## src/rtl/alu_result_packer.sv

```systemverilog
// Consumer end of the ALU result interface: buffers result records in a small FIFO
// and emits each one as a framed 16-bit word stream (header + payload) with valid/ready.
module alu_result_packer #(
  parameter int DEPTH = 4,
  parameter int SEQ_W = 8
) (
  input  logic                     clk,
  input  logic                     rst,
  input  logic                     in_valid,
  output logic                     in_ready,
  input  logic [1:0]               in_sel,
  input  logic [15:0]              in_y1,
  input  logic [31:0]              in_y2,
  input  logic [15:0]              in_y3,
  input  logic                     in_cout,
  input  logic                     in_carry_out,
  input  logic                     in_m,
  output logic                     out_valid,
  input  logic                     out_ready,
  output logic [15:0]              out_data,
  output logic                     out_last,
  output logic [$clog2(DEPTH):0]   rec_count,
  output logic                     busy
);

  localparam int PW    = $clog2(DEPTH);
  localparam int CW    = PW + 1;
  localparam int REC_W = 37;
  localparam logic [CW-1:0] FULL = CW'(DEPTH);

  localparam logic [1:0] ST_IDLE = 2'd0;
  localparam logic [1:0] ST_HDR  = 2'd1;
  localparam logic [1:0] ST_PAY0 = 2'd2;
  localparam logic [1:0] ST_PAY1 = 2'd3;

  localparam logic [1:0] SEL_Y1    = 2'b00;
  localparam logic [1:0] SEL_Y2    = 2'b01;
  localparam logic [1:0] SEL_Y3    = 2'b10;
  localparam logic [1:0] SEL_FLAGS = 2'b11;

  logic [REC_W-1:0] mem_q [DEPTH];
  logic [REC_W-1:0] mem_d [DEPTH];
  logic [PW-1:0]    wr_q, wr_d;
  logic [PW-1:0]    rd_q, rd_d;
  logic [CW-1:0]    cnt_q, cnt_d;
  logic             rdy_q, rdy_d;
  logic [1:0]       state_q, state_d;
  logic [SEQ_W-1:0] seq_q, seq_d;
  logic [1:0]       sel_q, sel_d;
  logic [31:0]      pay_q, pay_d;
  logic             out_valid_q, out_valid_d;
  logic [15:0]      out_data_q, out_data_d;
  logic             out_last_q, out_last_d;

  logic             push;
  logic             pop;
  logic             xfer;
  logic             frame_done;
  logic [REC_W-1:0] in_rec;
  logic [REC_W-1:0] head;
  logic [31:0]      in_pay;

  // Records are stored pre-compacted: only the payload that will actually be sent is kept.
  always_comb begin
    in_pay = 32'h0;
    case (in_sel)
      SEL_Y1:    in_pay = {16'h0, in_y1};
      SEL_Y2:    in_pay = in_y2;
      SEL_Y3:    in_pay = {16'h0, in_y3};
      default:   in_pay = 32'h0;
    endcase
    in_rec = {in_sel, in_cout, in_carry_out, in_m, in_pay};
  end

  assign push       = in_valid && rdy_q;
  assign xfer       = out_valid_q && out_ready;
  assign frame_done = xfer && out_last_q;
  assign head       = mem_q[rd_q];
  assign pop        = (cnt_q != '0) && ((state_q == ST_IDLE) || frame_done);

  always_comb begin
    mem_d = mem_q;
    if (push) begin
      mem_d[wr_q] = in_rec;
    end
    wr_d  = wr_q + PW'(push);
    rd_d  = rd_q + PW'(pop);
    cnt_d = cnt_q + CW'(push) - CW'(pop);
    rdy_d = (cnt_d != FULL);
  end

  // Sequence number advances on the header handshake, so a header loaded on that
  // same edge (back-to-back after a header-only frame) must already carry the new value.
  always_comb begin
    seq_d       = seq_q + SEQ_W'(xfer && (state_q == ST_HDR));
    state_d     = state_q;
    sel_d       = sel_q;
    pay_d       = pay_q;
    out_valid_d = out_valid_q;
    out_data_d  = out_data_q;
    out_last_d  = out_last_q;

    if (pop) begin
      state_d     = ST_HDR;
      sel_d       = head[36:35];
      pay_d       = head[31:0];
      out_valid_d = 1'b1;
      out_data_d  = {head[36:35], head[34], head[33], head[32], 3'b000, seq_d};
      out_last_d  = (head[36:35] == SEL_FLAGS);
    end else if (frame_done) begin
      state_d     = ST_IDLE;
      out_valid_d = 1'b0;
      out_data_d  = 16'h0;
      out_last_d  = 1'b0;
    end else if (xfer) begin
      case (state_q)
        ST_HDR: begin
          state_d    = ST_PAY0;
          out_data_d = (sel_q == SEL_Y2) ? pay_q[31:16] : pay_q[15:0];
          out_last_d = (sel_q != SEL_Y2);
        end
        ST_PAY0: begin
          state_d    = ST_PAY1;
          out_data_d = pay_q[15:0];
          out_last_d = 1'b1;
        end
        default: begin
          state_d = state_q;
        end
      endcase
    end
  end

  always_ff @(posedge clk or posedge rst) begin
    if (rst) begin
      for (int i = 0; i < DEPTH; i++) begin
        mem_q[i] <= '0;
      end
      wr_q        <= '0;
      rd_q        <= '0;
      cnt_q       <= '0;
      rdy_q       <= 1'b0;
      state_q     <= ST_IDLE;
      seq_q       <= '0;
      sel_q       <= 2'b00;
      pay_q       <= 32'h0;
      out_valid_q <= 1'b0;
      out_data_q  <= 16'h0;
      out_last_q  <= 1'b0;
    end else begin
      mem_q       <= mem_d;
      wr_q        <= wr_d;
      rd_q        <= rd_d;
      cnt_q       <= cnt_d;
      rdy_q       <= rdy_d;
      state_q     <= state_d;
      seq_q       <= seq_d;
      sel_q       <= sel_d;
      pay_q       <= pay_d;
      out_valid_q <= out_valid_d;
      out_data_q  <= out_data_d;
      out_last_q  <= out_last_d;
    end
  end

  assign in_ready  = rdy_q;
  assign out_valid = out_valid_q;
  assign out_data  = out_data_q;
  assign out_last  = out_last_q;
  assign rec_count = cnt_q;
  assign busy      = (cnt_q != '0) || (state_q != ST_IDLE);

endmodule

```

## config.mk

```make
export PLATFORM = sky130hd
export DESIGN_NAME = alu_result_packer
export DESIGN_NICKNAME = d
export VERILOG_FILES = /design/src/rtl/alu_result_packer.sv
export SDC_FILE = /design/constraint.sdc
export NUM_CORES = 1
export LEC_CHECK = 0
export BUFFER_PORTS_ARGS = -buffer_cell sky130_fd_sc_hd__buf_2
export CORE_MARGIN = 1.5
export CORE_UTILIZATION = 25
export CTS_BUF_LIST = sky130_fd_sc_hd__clkbuf_8
export DETAILED_ROUTE_END_ITERATION = 10
export PLACE_DENSITY_LB_ADDON = 0.1
export SLEW_MARGIN = 20
export SYNTH_ARGS = -nofsm -noshare
export SYNTH_HDL_FRONTEND = slang
export SYNTH_SLANG_ARGS = --single-unit
export TNS_END_PERCENT = 50
```

## constraint.sdc

```tcl
create_clock -name clk -period 10 [get_ports clk]
set_input_delay 0.5 -clock clk [delete_from_list [all_inputs] [get_ports clk]]
set_output_delay 0.5 -clock clk [all_outputs]
set_load 0.005 [all_outputs]
```

=== Word level (Yosys, flattened, before mapping) ===
Index checks and enable logic that the tools add are counted.

* Bits in registers: 218
* Logic and storage cells: 71
* Bits of input ports: 73
* Output and inout bits: 23

* Magnitude comparators: 3
* Add/subtract/negate cells: 5
* Reductions and logical operators: 16
* Equal/unequal tests: 8
* Muxes and demuxes: 22
* Bitwise logic cells: 2

{| class="wikitable"
|+ Operators by type and width
! kind !! count
|-
| 148-bit bitwise mux || 1
|-
| 37-bit 2-to-1 mux || 3
|-
| 32-bit case mux with 3 select lines || 1
|-
| 37-bit binary-select mux with 2-bit select || 1
|-
| 37-bit demux with 2-bit select || 1
|-
| 16-bit 2-to-1 mux || 4
|-
| 16-bit case mux with 2 select lines || 1
|-
| 8-bit by 1-bit adder with 8-bit output || 1
|-
| 2-bit by 1-bit == test with 1-bit output (second input constant) || 3
|-
| 2-bit == test (second input constant) || 3
|-
| 3-bit greater-or-equal comparator (second input constant) || 2
|-
| 1-bit logical AND || 6
|-
| 2-bit 2-to-1 mux || 3
|-
| 2-bit NOT with 3-bit output || 2
|-
| 3-bit nonzero test || 2
|-
| 1-bit 2-to-1 mux || 5
|-
| 2-bit by 1-bit adder with 2-bit output || 2
|-
| 2-bit zero test || 2
|-
| 2-bit case mux with 2 select lines || 1
|-
| 2-bit nonzero test || 2
|-
| 4-bit nonzero test || 1
|-
| 3-bit by 1-bit adder with 3-bit output || 1
|-
| 3-bit by 1-bit < comparator with 1-bit output (second input constant) || 1
|-
| 3-bit != test (second input constant) || 1
|-
| other kinds (5) || 6
|}

=== Longest topological paths before layout ===
* Word-level depth: 6
* Gate-level depth with buffers: 12
* Gate-level depth less buffers: 10

=== Least setup slack after synthesis ===
Ideal clock, no wire load.

* Path kind: reg2reg
* Start point: register cnt_q[1] (netlist: rec_count[1])
* End point: register rdy_q (netlist: in_ready)
* Cell stages (with the launch flop): 12
* Data arrival time: 2225 ps
* Library setup time: 125 ps
* Setup slack: 7650 ps
* Path buffers: 2
* Period minus slack after synthesis: 2350 ps
* Data required time: 9875 ps
* Cell sequence: dfrtp_1 -> or3_1 -> o21a_1 -> buf_6 -> buf_6 -> nand2_1 -> nand2_1 -> ha_1 -> fa_1 -> xnor2_1 -> xnor2_1 -> nand2_1

* Word-level cells in the longest chain between the ends: 4
* Elaborated cells on any way between the ends: 5
* Those cells by class: add/sub (2); eq/ne (1); reduce/logical (2)

{| class="wikitable"
|+ RTL lines
! what !! RTL line !! RTL
|-
| from (decl) || 45 || <nowiki>logic [CW-1:0] cnt_q, cnt_d;</nowiki>
|-
| from (signal assigned) || 154 || <nowiki>cnt_q <= cnt_d;</nowiki>
|-
| parallel branches: the longest is 2 deep, another holds 3-bit by 1-bit adder with 3-bit output || - ||
|-
| 3-bit by 1-bit subtractor with 3-bit output * || 88 || <nowiki>cnt_d = cnt_q + CW'(push) - CW'(pop);</nowiki>
|-
| via cnt_d[2] || 45 ||
|-
| 3-bit != test * || 89 || <nowiki>rdy_d = (cnt_d != FULL);</nowiki>
|-
| via rdy_d || 46 || <nowiki>logic rdy_q, rdy_d;</nowiki>
|-
| to (signal assigned) || 155 || <nowiki>rdy_q <= rdy_d;</nowiki>
|-
| to (decl) || 46 ||
|}

Mark *: on every way through the listed nets, which the timed path passes.
A chain may end at the register's enable or synchronous reset.

=== Worst setup path after layout ===
Ends and elaborated chain as after synthesis.

==> reports/metrics.csv <==
metric,value,unit
Power Density,241.3,mW/mm²
async set-or-reset flop fraction in the synthesized netlist,100.0,%
GR Util All Layers,14.03,%
via count,6717,
met1 wire length,13.04,mm
buffer cell driving the clock tree root,clkbuf_8,
arrival time reported for the critical path endpoint,2.97,ns
CP max FO,45,
buffers plus inverters on the worst setup path,1,
synth warn,0,
cell occurring most often along the worst timing path,nand2_1,
TritonCTS clock tree,yes,
WS Path Type,reg -> reg,
area enclosed by the die boundary,0.03936,mm²
final count of pins violating max slew,0,
number of buffers created by CTS,42,
"Min Clock Period, post-route",2.555,ns
gpl congestion,0.7195,
DRC errors left,0,
share of the core filled with cells,29.97,%
iteration count of the initial detailed-routing pass,6,
first-pass GRT wire length,42.19,mm
proportion of synthesized chip area in sequential cells,57.16,%
grt total ovfl,0,
RSZ-0062 raised after global routing,false,
net total in the final layout,1070,
count of buffers inserted at the top-level ports,95,
final-report setup violation count,0,
# diodes,0,
data required time of the worst path,10.42,ns
DPL Wire Length,16.21,mm
number of global-route vias before repair,7100,
max frequency,0.3914,GHz
relative area change from synthesis to final layout,18.29,%
effective utilization at floorplan,25.34,%
pin count of the biggest net entering global routing,105,
setup TNS,0,ns
leading post-synthesis cells by cell area,"dfrtp_1 (57%), nand2_1 (11%), mux4_2 (8.7%)",
average vias per placed instance,4.387,
site row count,71,
kind of capture point of the worst setup path,register,
top layer reached by signal wires,met4,
height of the chip,198.4,µm
depth of the CTS H-tree,2,
Worst slew margin,34.66,%
total length of routed met2 wires,11.60,mm
CORE AREA,0.03767,mm²
Fillers,4044,
clock latency of the later-clocked register in the worst-skew pair,0.55,ns
initial antenna violation count,0,
leading register cell type out of synthesis,dfrtp_1,
CP Launch Type,register,
number of gates on the worst path with buffers counted,10,
number of enable flip-flop cells after synthesis,0,
net count of the mapped netlist,979,
result of the run,"finished, final reports clean",
average detailed-routed wire length per instance,17.20,µm
Reg area,0.005458,mm²
largest area contributor in the synthesized netlist,dfrtp_1,
number of buffers on the longest clock path,3,
maximum resistive drop on vdd,0.07360,mV
cells traversed along the worst timing path,or3_1 -> o21a_1 -> buf_4 -> nand2_1 -> nand2_1 -> ha_1 -> fa_1 -> xnor2_1 -> xnor2_1 -> nand2_1,
maximum single-stage delay on the critical path,0.42,ns
class of the tightest hold or removal check,in -> async,
category of cells accounting for the largest share of critical-path delay,simple AND/OR/NAND/NOR gates,
"wirelength, routed",26.33,mm
Post-Syn Instances,898,
Lkg Pwr,5.355,nW
PostCTS Resize Cnt,0,
Clock transition at path regs,0.05,ns
routed wl met3,1.112,mm
fraction of final layout cells sized beyond drive strength 1,22.06,%
hold bufs inserted after CTS,0,
post-synth design cell area,0.009544,mm²
CTS sink cnt,218,
mean area per synthesized cell,10.63,µm²
number of hold-slack violations in the final timing report,0,
area taken by multi-input logic gates,0.003794,mm²
width of the chip,198.4,µm
Final Skew,0.02202,ns
Seq cells post-synth,218,
cell at the slowest stage of the critical path,dfrtp_1,
top-level I/O count,96,
iteration-0 DRC count of the detailed router,325,
fraction of synthesized cell area taken by the top area cell type,57.16,%
number of library cell types mapped by synthesis,44,
worst-case reg-to-reg path depth,10,
Max Cap Viol,0,
fin crit share,25.55,%
residual antenna-violating net count after detailed routing,0,
Worst Tran Pin Value,0.9765,ns
number of setup buffers added after CTS,0,
[path summary, 6_finish.rpt]
kind,end,startpoint,slack [ns]
worst max register to register,in_ready$_DFF_PP0_,rec_count[1]$_DFF_PP0_,7.45
worst max-delay path,in_ready$_DFF_PP0_,rec_count[1]$_DFF_PP0_,7.45
min in group clk,mem_q[144]$_DFFE_PP0P_,in_carry_out,0.21
max in group asynchronous,out_data[5]$_DFFE_PP0P_,rst,8.45
worst min register to register,mem_q[147]$_DFFE_PP0P_,mem_q[147]$_DFFE_PP0P_,0.47
worst min-delay path,rec_count[1]$_DFF_PP0_,rst,0.11
[cells by family (layout without fill, tap and decap cells)]
| family | Yosys count | after routing | share of synthesized area [%] |
|---|---|---|---|
| buf+inv | 67 | 189 | 3.173 |
| compound gates | 185 | 185 | 10.72 |
| flops | 218 | 218 | 57.16 |
| xor+xnor | 8 | 8 | 0.7342 |
| mux | 75 | 75 | 13.02 |
| fa+ha+maj | 8 | 8 | 1.127 |
| simple gates | 337 | 337 | 14.07 |
[flip-flops by register name, indices dropped and copies added (netlist names)]
register / cells
out_valid: 1
mem_q: 148
seq_q: 8
out_data: 16
out_last: 1
pay_q: 32
sel_q: 2
rd_q: 2
in_ready: 1
rec_count: 3
wr_q: 2
state_q: 2
[synth_stat cells (3+ instances only)]
cell type,n
o21ai_1,33
and3_1,3
a31oi_1,3
dfrtp_1,218
clkbuf_1,36
inv_1,6
xnor2_1,6
ha_1,7
nand3_1,6
mux2_2,15
o21ai_0,99
buf_1,4
a21oi_1,27
buf_4,5
a221o_1,7
mux4_2,37
o2bb2ai_1,5
o22a_1,3
nor2_1,19
or3_1,5
buf_2,14
nand2_1,290
mux2i_1,21
[final cells by class]
class                           instances  share of cell area [%]
Clock buffer                           50                   6.096
Inverter                                6                  0.2660
Tap cell                              511                   5.663
Multi-Input combinational cell        613                   33.60
Timing Repair Buffer                  108                   5.076
Sequential cell                       218                   48.34
Clock inverter                         25                  0.9531
[metrics by stage]
step / hold WS [ns] / power, mW / std cells / worst slack [ns] / area (µm²)
after floorplan: 0.4410 / 1.719 / 898 / 3.536 / 9544
after global placement: 0.4589 / 1.911 / 1456 / 7.363 / 10490
after detailed placement: 0.4643 / 1.926 / 1456 / 7.362 / 10490
after CTS: 0.1365 / 2.785 / 1531 / 7.404 / 11290
after global routing: 0.1441 / 2.930 / 1531 / 7.232 / 11290
final: 0.1114 / 2.724 / 1531 / 7.445 / 11290
[layout by cell type (no fill, tap or decap), types with 3 or more instances in the layout]
cell type,count
a21oi_1,27
a221o_1,7
a31oi_1,3
and3_1,3
buf_2,95
buf_4,13
clkbuf_8,50
dfrtp_1,216
ha_1,7
inv_1,27
mux2_2,15
mux2i_1,21
mux4_2,37
nand2_1,290
nand3_1,6
nor2_1,19
o21ai_0,99
o21ai_1,32
o22a_1,3
o2bb2ai_1,5
or3_1,4
xnor2_1,6
[power by group]
part	switching (mW)	internal (mW)
Clock	0.382	0.453
Combinational	0.319	0.253
Sequential	0.148	1.17
[layer usage]
| metal | up-vias | GRT usage, % |
|---|---|---|
| li1 | 3282 | - |
| met1 | 3246 | 19.91 |
| met2 | 141 | 21.57 |
| met3 | 48 | 2.645 |
| met4 | 0 | 4.382 |
| met5 | - | 0 |
(Power assumes the default switching activity.)
